## config.mk

```make
export PLATFORM = sky130hd
export DESIGN_NAME = byte_transmitter
export DESIGN_NICKNAME = d
export VERILOG_FILES = /design/src/rtl/byte_transmitter.sv
export SDC_FILE = /design/constraint.sdc
export NUM_CORES = 1
export LEC_CHECK = 0
export CAP_MARGIN = 5
export CORE_MARGIN = 4
export CORE_UTILIZATION = 50
export CTS_BUF_LIST = sky130_fd_sc_hd__clkbuf_8
export CTS_CLUSTER_DIAMETER = 80
export DETAILED_ROUTE_END_ITERATION = 7
export PLACE_DENSITY = 0.73
export SLEW_MARGIN = 25
export SYNTH_ARGS = -nofsm -noshare
export SYNTH_HDL_FRONTEND = slang
export SYNTH_SLANG_ARGS = --single-unit
```

## constraint.sdc

```tcl
create_clock -name clk -period 5.5 [get_ports clk]
set_input_delay 0.55 -clock clk [delete_from_list [all_inputs] [get_ports clk]]
set_output_delay 0.55 -clock clk [all_outputs]
set_load 0.01 [all_outputs]
```

## src/rtl/byte_transmitter.sv

```systemverilog
// ---------------------------------------------------------------------------
// byte_transmitter
//
// Transmit side of the 8-bit rdy/data/ack four-phase handshake. Local logic
// pushes bytes into a small FIFO. The FSM drains it one byte per handshake:
// it raises rdy_o with the byte on data_o, waits for ack_i to rise and fall,
// then releases rdy_o and holds it low for one GAP cycle before the next byte.
//
// Optional feature macro: TX_TIMEOUT_EN
//   When defined, a request left unacknowledged for TIMEOUT_CYCLES cycles in
//   TX_REQ is aborted: the byte is discarded and tx_err pulses for one cycle.
//   When undefined, TX_REQ waits indefinitely and tx_err is tied low.
//
// Ports:
//   clk         system clock, all logic on the rising edge
//   rst_n       synchronous active-low reset
//   wr_data     byte to queue
//   wr_en       push wr_data this cycle (ignored while fifo_full)
//   fifo_full   FIFO holds FIFO_DEPTH bytes (registered)
//   fifo_empty  FIFO holds no bytes (registered)
//   rdy_o       handshake request; byte valid on data_o
//   data_o      byte presented to the receiver; holds last value while idle
//   ack_i       receiver acknowledge, same clock domain
//   pulse_sent  one-cycle pulse per completed handshake
//   tx_err      one-cycle pulse on timeout abort
// ---------------------------------------------------------------------------
module byte_transmitter #(
    parameter int FIFO_DEPTH     = 4,
    parameter int PTR_W          = 2,
    parameter int TIMEOUT_CYCLES = 255
) (
    input  logic       clk,
    input  logic       rst_n,
    input  logic [7:0] wr_data,
    input  logic       wr_en,
    output logic       fifo_full,
    output logic       fifo_empty,
    output logic       rdy_o,
    output logic [7:0] data_o,
    input  logic       ack_i,
    output logic       pulse_sent,
    output logic       tx_err
);

    // Elaboration-time parameter sanity checks.
    if (FIFO_DEPTH != (1 << PTR_W) || FIFO_DEPTH < 2 || FIFO_DEPTH > 16) begin : g_bad_depth
        $error("byte_transmitter: FIFO_DEPTH must be 2**PTR_W and within 2..16");
    end
    if (TIMEOUT_CYCLES < 1 || TIMEOUT_CYCLES > 65535) begin : g_bad_timeout
        $error("byte_transmitter: TIMEOUT_CYCLES must be within 1..65535");
    end

    localparam logic [1:0] TX_IDLE = 2'd0;
    localparam logic [1:0] TX_REQ  = 2'd1;
    localparam logic [1:0] TX_HOLD = 2'd2;
    localparam logic [1:0] TX_GAP  = 2'd3;

    localparam logic [PTR_W:0] DEPTH_CNT = (PTR_W + 1)'(FIFO_DEPTH);

    // ---------------- FIFO storage and bookkeeping ----------------
    logic [7:0]       mem [FIFO_DEPTH];
    logic [PTR_W-1:0] wr_ptr_q, wr_ptr_d;
    logic [PTR_W-1:0] rd_ptr_q, rd_ptr_d;
    logic [PTR_W:0]   count_q,  count_d;
    logic             full_q,   full_d;
    logic             empty_q,  empty_d;
    logic             push;
    logic             pop;

    // ---------------- handshake FSM ----------------
    logic [1:0] state_q, state_d;
    logic       rdy_q,   rdy_d;
    logic [7:0] data_q,  data_d;
    logic       pulse_q, pulse_d;

`ifdef TX_TIMEOUT_EN
    localparam logic [15:0] TMO_LAST = 16'(TIMEOUT_CYCLES - 1);
    logic [15:0] tmo_q, tmo_d;
    logic        err_q, err_d;
`endif

    // A full FIFO drops the push even when a pop happens in the same cycle,
    // because the decision uses the registered full flag.
    assign push = wr_en && !full_q;
    // A stale ack_i left high by the receiver blocks a new launch.
    assign pop  = (state_q == TX_IDLE) && !empty_q && !ack_i;

    always_comb begin
        wr_ptr_d = wr_ptr_q;
        rd_ptr_d = rd_ptr_q;
        count_d  = count_q;
        if (push) begin
            wr_ptr_d = wr_ptr_q + 1'b1;
        end
        if (pop) begin
            rd_ptr_d = rd_ptr_q + 1'b1;
        end
        case ({push, pop})
            2'b10:   count_d = count_q + 1'b1;
            2'b01:   count_d = count_q - 1'b1;
            default: count_d = count_q;
        endcase
        // Flags are registered from the next occupancy so they describe the
        // FIFO as it stands after the edge.
        full_d  = (count_d == DEPTH_CNT);
        empty_d = (count_d == '0);
    end

    always_ff @(posedge clk) begin
        if (push) begin
            mem[wr_ptr_q] <= wr_data;
        end
    end

    always_comb begin
        state_d = state_q;
        rdy_d   = rdy_q;
        data_d  = data_q;
        pulse_d = 1'b0;
`ifdef TX_TIMEOUT_EN
        tmo_d   = tmo_q;
        err_d   = 1'b0;
`endif
        case (state_q)
            TX_IDLE: begin
                if (pop) begin
                    data_d  = mem[rd_ptr_q];
                    rdy_d   = 1'b1;
                    state_d = TX_REQ;
`ifdef TX_TIMEOUT_EN
                    tmo_d   = '0;
`endif
                end
            end
            TX_REQ: begin
                if (ack_i) begin
                    state_d = TX_HOLD;
`ifdef TX_TIMEOUT_EN
                end else if (tmo_q == TMO_LAST) begin
                    // This cycle's increment would reach TIMEOUT_CYCLES:
                    // abort and discard the byte, no retry.
                    rdy_d   = 1'b0;
                    err_d   = 1'b1;
                    state_d = TX_GAP;
                end else begin
                    tmo_d   = tmo_q + 16'd1;
`endif
                end
            end
            TX_HOLD: begin
                // data_q is untouched here so the receiver may re-sample it
                // for the whole ack-high period.
                if (!ack_i) begin
                    rdy_d   = 1'b0;
                    pulse_d = 1'b1;
                    state_d = TX_GAP;
                end
            end
            TX_GAP: begin
                // One guaranteed rdy-low cycle so the receiver sees the
                // request drop before the next launch.
                state_d = TX_IDLE;
            end
            default: begin
                rdy_d   = 1'b0;
                state_d = TX_IDLE;
            end
        endcase
    end

    always_ff @(posedge clk) begin
        if (!rst_n) begin
            wr_ptr_q <= '0;
            rd_ptr_q <= '0;
            count_q  <= '0;
            full_q   <= 1'b0;
            empty_q  <= 1'b1;
            state_q  <= TX_IDLE;
            rdy_q    <= 1'b0;
            data_q   <= 8'h00;
            pulse_q  <= 1'b0;
`ifdef TX_TIMEOUT_EN
            tmo_q    <= '0;
            err_q    <= 1'b0;
`endif
        end else begin
            wr_ptr_q <= wr_ptr_d;
            rd_ptr_q <= rd_ptr_d;
            count_q  <= count_d;
            full_q   <= full_d;
            empty_q  <= empty_d;
            state_q  <= state_d;
            rdy_q    <= rdy_d;
            data_q   <= data_d;
            pulse_q  <= pulse_d;
`ifdef TX_TIMEOUT_EN
            tmo_q    <= tmo_d;
            err_q    <= err_d;
`endif
        end
    end

    assign fifo_full  = full_q;
    assign fifo_empty = empty_q;
    assign rdy_o      = rdy_q;
    assign data_o     = data_q;
    assign pulse_sent = pulse_q;
`ifdef TX_TIMEOUT_EN
    assign tx_err     = err_q;
`else
    assign tx_err     = 1'b0;
`endif

endmodule

```

==> impl_metrics.tcl <==
set metrics [dict create \
    outcome "complete, no violations" \
    ir_drop_uv 180 \
    synth_top_area_share_pct 44.5 \
    min_period_ns 2.81 \
    setup_viol 0 \
    p_comb_share_pct 26.0 \
    clockBufferDepth 2 \
    cts.clk_slew.worst_paths_ns 0.10 \
    grt_pass1_vias 1287 \
    die_w_microns 73.7 \
    cts_setup_buffers 0 \
    path_class "in2reg" \
    ctsHoldBuffers 0 \
    yosysSeqAreaShare_pct 63.9 \
    fin_cells 224 \
    dp_cells 216 \
    ant_nets 0 \
    grt_setup_unrepaired "false" \
    gp_congestion 0.745 \
    r2r-end "fifo_full" \
    max_clock_freq_mhz 356 \
    final_core_utilization_pct 61.6 \
    syn_avg_cell_area_sq_um 14.5 \
    grt_overflow 0 \
    crit_start "ack_i" \
    area_growth_pct 16.6 \
    grt_pass1_wl_mm 6.18 \
    critPathCapture "fifo_full" \
    slew_violations 0 \
    r2r_start "state_q[0]" \
    yosys-top-cells-area "edfxtp_1 (44%), dfxtp_1 (19%), mux4_2 (8.3%)" \
    p_per_area_nw_per_um2 399 \
    cts_tree "built" \
    yosysWarnings 0 \
    post_drt_via_cell_ratio 5.42 \
    wirelength_mm 3.66 \
    syn_nets 171 \
    first_iter_violations 36 \
    p_leak_nw 0.871 \
    internal_power_mw 0.709 \
    fin_skew_ns 0.0112 \
    final_common_cell "edfxtp_1" \
    port_buffers 23 \
    synth_compound_area_share_pct 6.72 \
    synth_xor_area_share_pct 2.03 \
    synthMuxAreaShare_pct 9.73 \
    required_ns 5.77 \
    fin_crit_sh_pct 51.0 \
    r2r_cells 10 \
    vias 1214 \
    synth_top_cell_by_area "edfxtp_1" \
    switching_share_pct 29.4 \
    drtPass1Iterations 4 \
    setup_ws_ns 2.69 \
    cp.arrival_ns 3.07 \
    synth-adder-area-share_pct 6.14 \
    tns_ns 0 \
    io_pins 25 \
    syn_area_sq_um 2160 \
    reg2reg_setup_slack_ns 2.81 \
    min_path_type "reg2reg" \
    cts_max_level 2 \
    synth_cells 149 \
    start_kind "primary input" \
    core_sq_um 4090 \
    end_kind "flip-flop" \
    worst_slew_pin_slew_ns 0.617 \
    synth_cell_types 32 \
    drive_above_1_share_pct 11.5 \
    diodes 0 \
    die_h_microns 73.7 \
    antenna_found_initial 0 \
    grt.total_usage_pct 15.8 \
    start_util_pct 52.9 \
    hold_viol_final 0 \
    insertion_delay_ns 0.31 \
    drc 0 \
    slew-limit-headroom_pct 58.8 \
    synth-simple-area-share_pct 7.93 \
    switching_power_mw 0.295 \
    drv_cap 0 \
    root_buffer "clkbuf_8" \
    layout_common_cells "edfxtp_1 (32), clkdlybuf4s50_1 (23), dfxtp_1 (21), nand2_1 (12)" \
    wire_per_inst_microns 16.3 \
    grt_max_degree 19 \
    cts.sinks 53 \
    post_cts_resized 0 \
    synth_top_family_by_area "multiplexers" \
    rows 23 \
    dieArea_sq_um 5440 \
    numCtsBuffers 5 \
    cp_max_fo 11 \
    ys_ff_latch 53 \
    pre_cts_slack_ns 2.39 \
    fin_nets 195 \
    p_clk_share_pct 22.1 \
    p_seq_share_pct 51.9 \
]
stage by stage:
step / area [sq um] / hold WS (ns) / power [mW]
2_1_floorplan: 2160 / 0.454 / 0.701
3_3_place_gp: 2430 / 0.457 / 0.778
3_5_place_dp: 2430 / 0.461 / 0.795
4_1_cts: 2520 / 0.476 / 1.02
5_1_grt: 2520 / 0.507 / 1.07
6_report: 2520 / 0.469 / 1.00
state kept, by name (all words and copies together), names as in the netlist:
| signal | flops |
|---|---|
| mem | 32 |
| data_o | 8 |
| count_q | 3 |
| rd_ptr_q | 2 |
| state_q | 2 |
| wr_ptr_q | 2 |
| fifo_empty | 1 |
| fifo_full | 1 |
| pulse_sent | 1 |
| rdy_o | 1 |
worst min-delay path by stage:
stage / startpoint / endpoint / slack, ns / depth (start not counted)
after CTS: data_o[1] / data_o[1] / 0.48 / 2
final: data_o[5] / data_o[5] / 0.47 / 2
after detailed placement: data_o[1] / data_o[1] / 0.46 / 2
after global placement: data_o[1] / data_o[1] / 0.46 / 2
after floorplan: count_q[1] / count_q[1] / 0.45 / 2
after global routing: data_o[1] / data_o[1] / 0.51 / 2
cell families (layout without fill, tap and decap cells):
logic type | after synthesis | count (layout)
multiplexers | 11 | 11
AND/OR/NAND/NOR | 34 | 34
AO/OA/AOI/OAI | 18 | 18
flip-flops | 53 | 53
other | 1 | 1
XOR/XNOR | 5 | 5
buffers and inverters | 17 | 42
adder cells (fa/ha/maj) | 10 | 10
worst max-delay path, stage by stage:
cell and delay [ns]:
clkdlybuf4s50_1 0.52, nor3b_1 0.24, buf_4 0.20, ha_1 0.22
inv_1 0.08, fa_1 0.40, xor2_1 0.19, or4_4 0.45
o2bb2a_4 0.20
cell type report:
type | instances | area [sq um]
clock inverter | 3 | 23.8
multi-input combinational | 79 | 707
tap | 50 | 62.6
inverter | 10 | 37.5
sequential | 53 | 1380
timing repair buffer | 24 | 238
clock buffer | 5 | 68.8
fill | 328 | 1570
synthesized netlist by cell type:
cell type and instances:
o2bb2a_4 1, buf_1 1, and3_1 1, nor3b_1 2
o21ai_1 1, o211ai_1 1, nor3_1 2, o2bb2ai_1 8
xnor2_1 3, nor2_1 8, mux2i_1 3, fa_1 1
inv_2 1, inv_1 9, clkbuf_1 3, and2_1 6
a211oi_1 1, nand2_1 12, buf_4 2, conb_1 1
xor2_1 2, a21oi_1 3, o21ai_0 2, o311a_1 1
nor2b_1 1, ha_1 9, edfxtp_1 32, nor4bb_1 1
buf_2 1, mux4_2 8, dfxtp_1 21, or4_4 1
power by group through the flow:
| stage | sequential (mW) | clock (mW) | combinational [mW] |
|---|---|---|---|
| final | 0.521 | 0.222 | 0.261 |
| after detailed placement | 0.532 | 0 | 0.263 |
| after global routing | 0.531 | 0.245 | 0.293 |
| after global placement | 0.525 | 0 | 0.252 |
| after floorplan | 0.518 | 0 | 0.182 |
| after CTS | 0.523 | 0.229 | 0.264 |
metal layers:
layer,GRT usage [%],up-vias,share of wire (%)
met5,0,-,0
met4,6.04,0,1.8
met3,4.65,8,4.7
met2,27.2,26,53
met1,18.5,594,41
li1,-,586,-
Note: power is estimated with default switching activity, not from simulation.
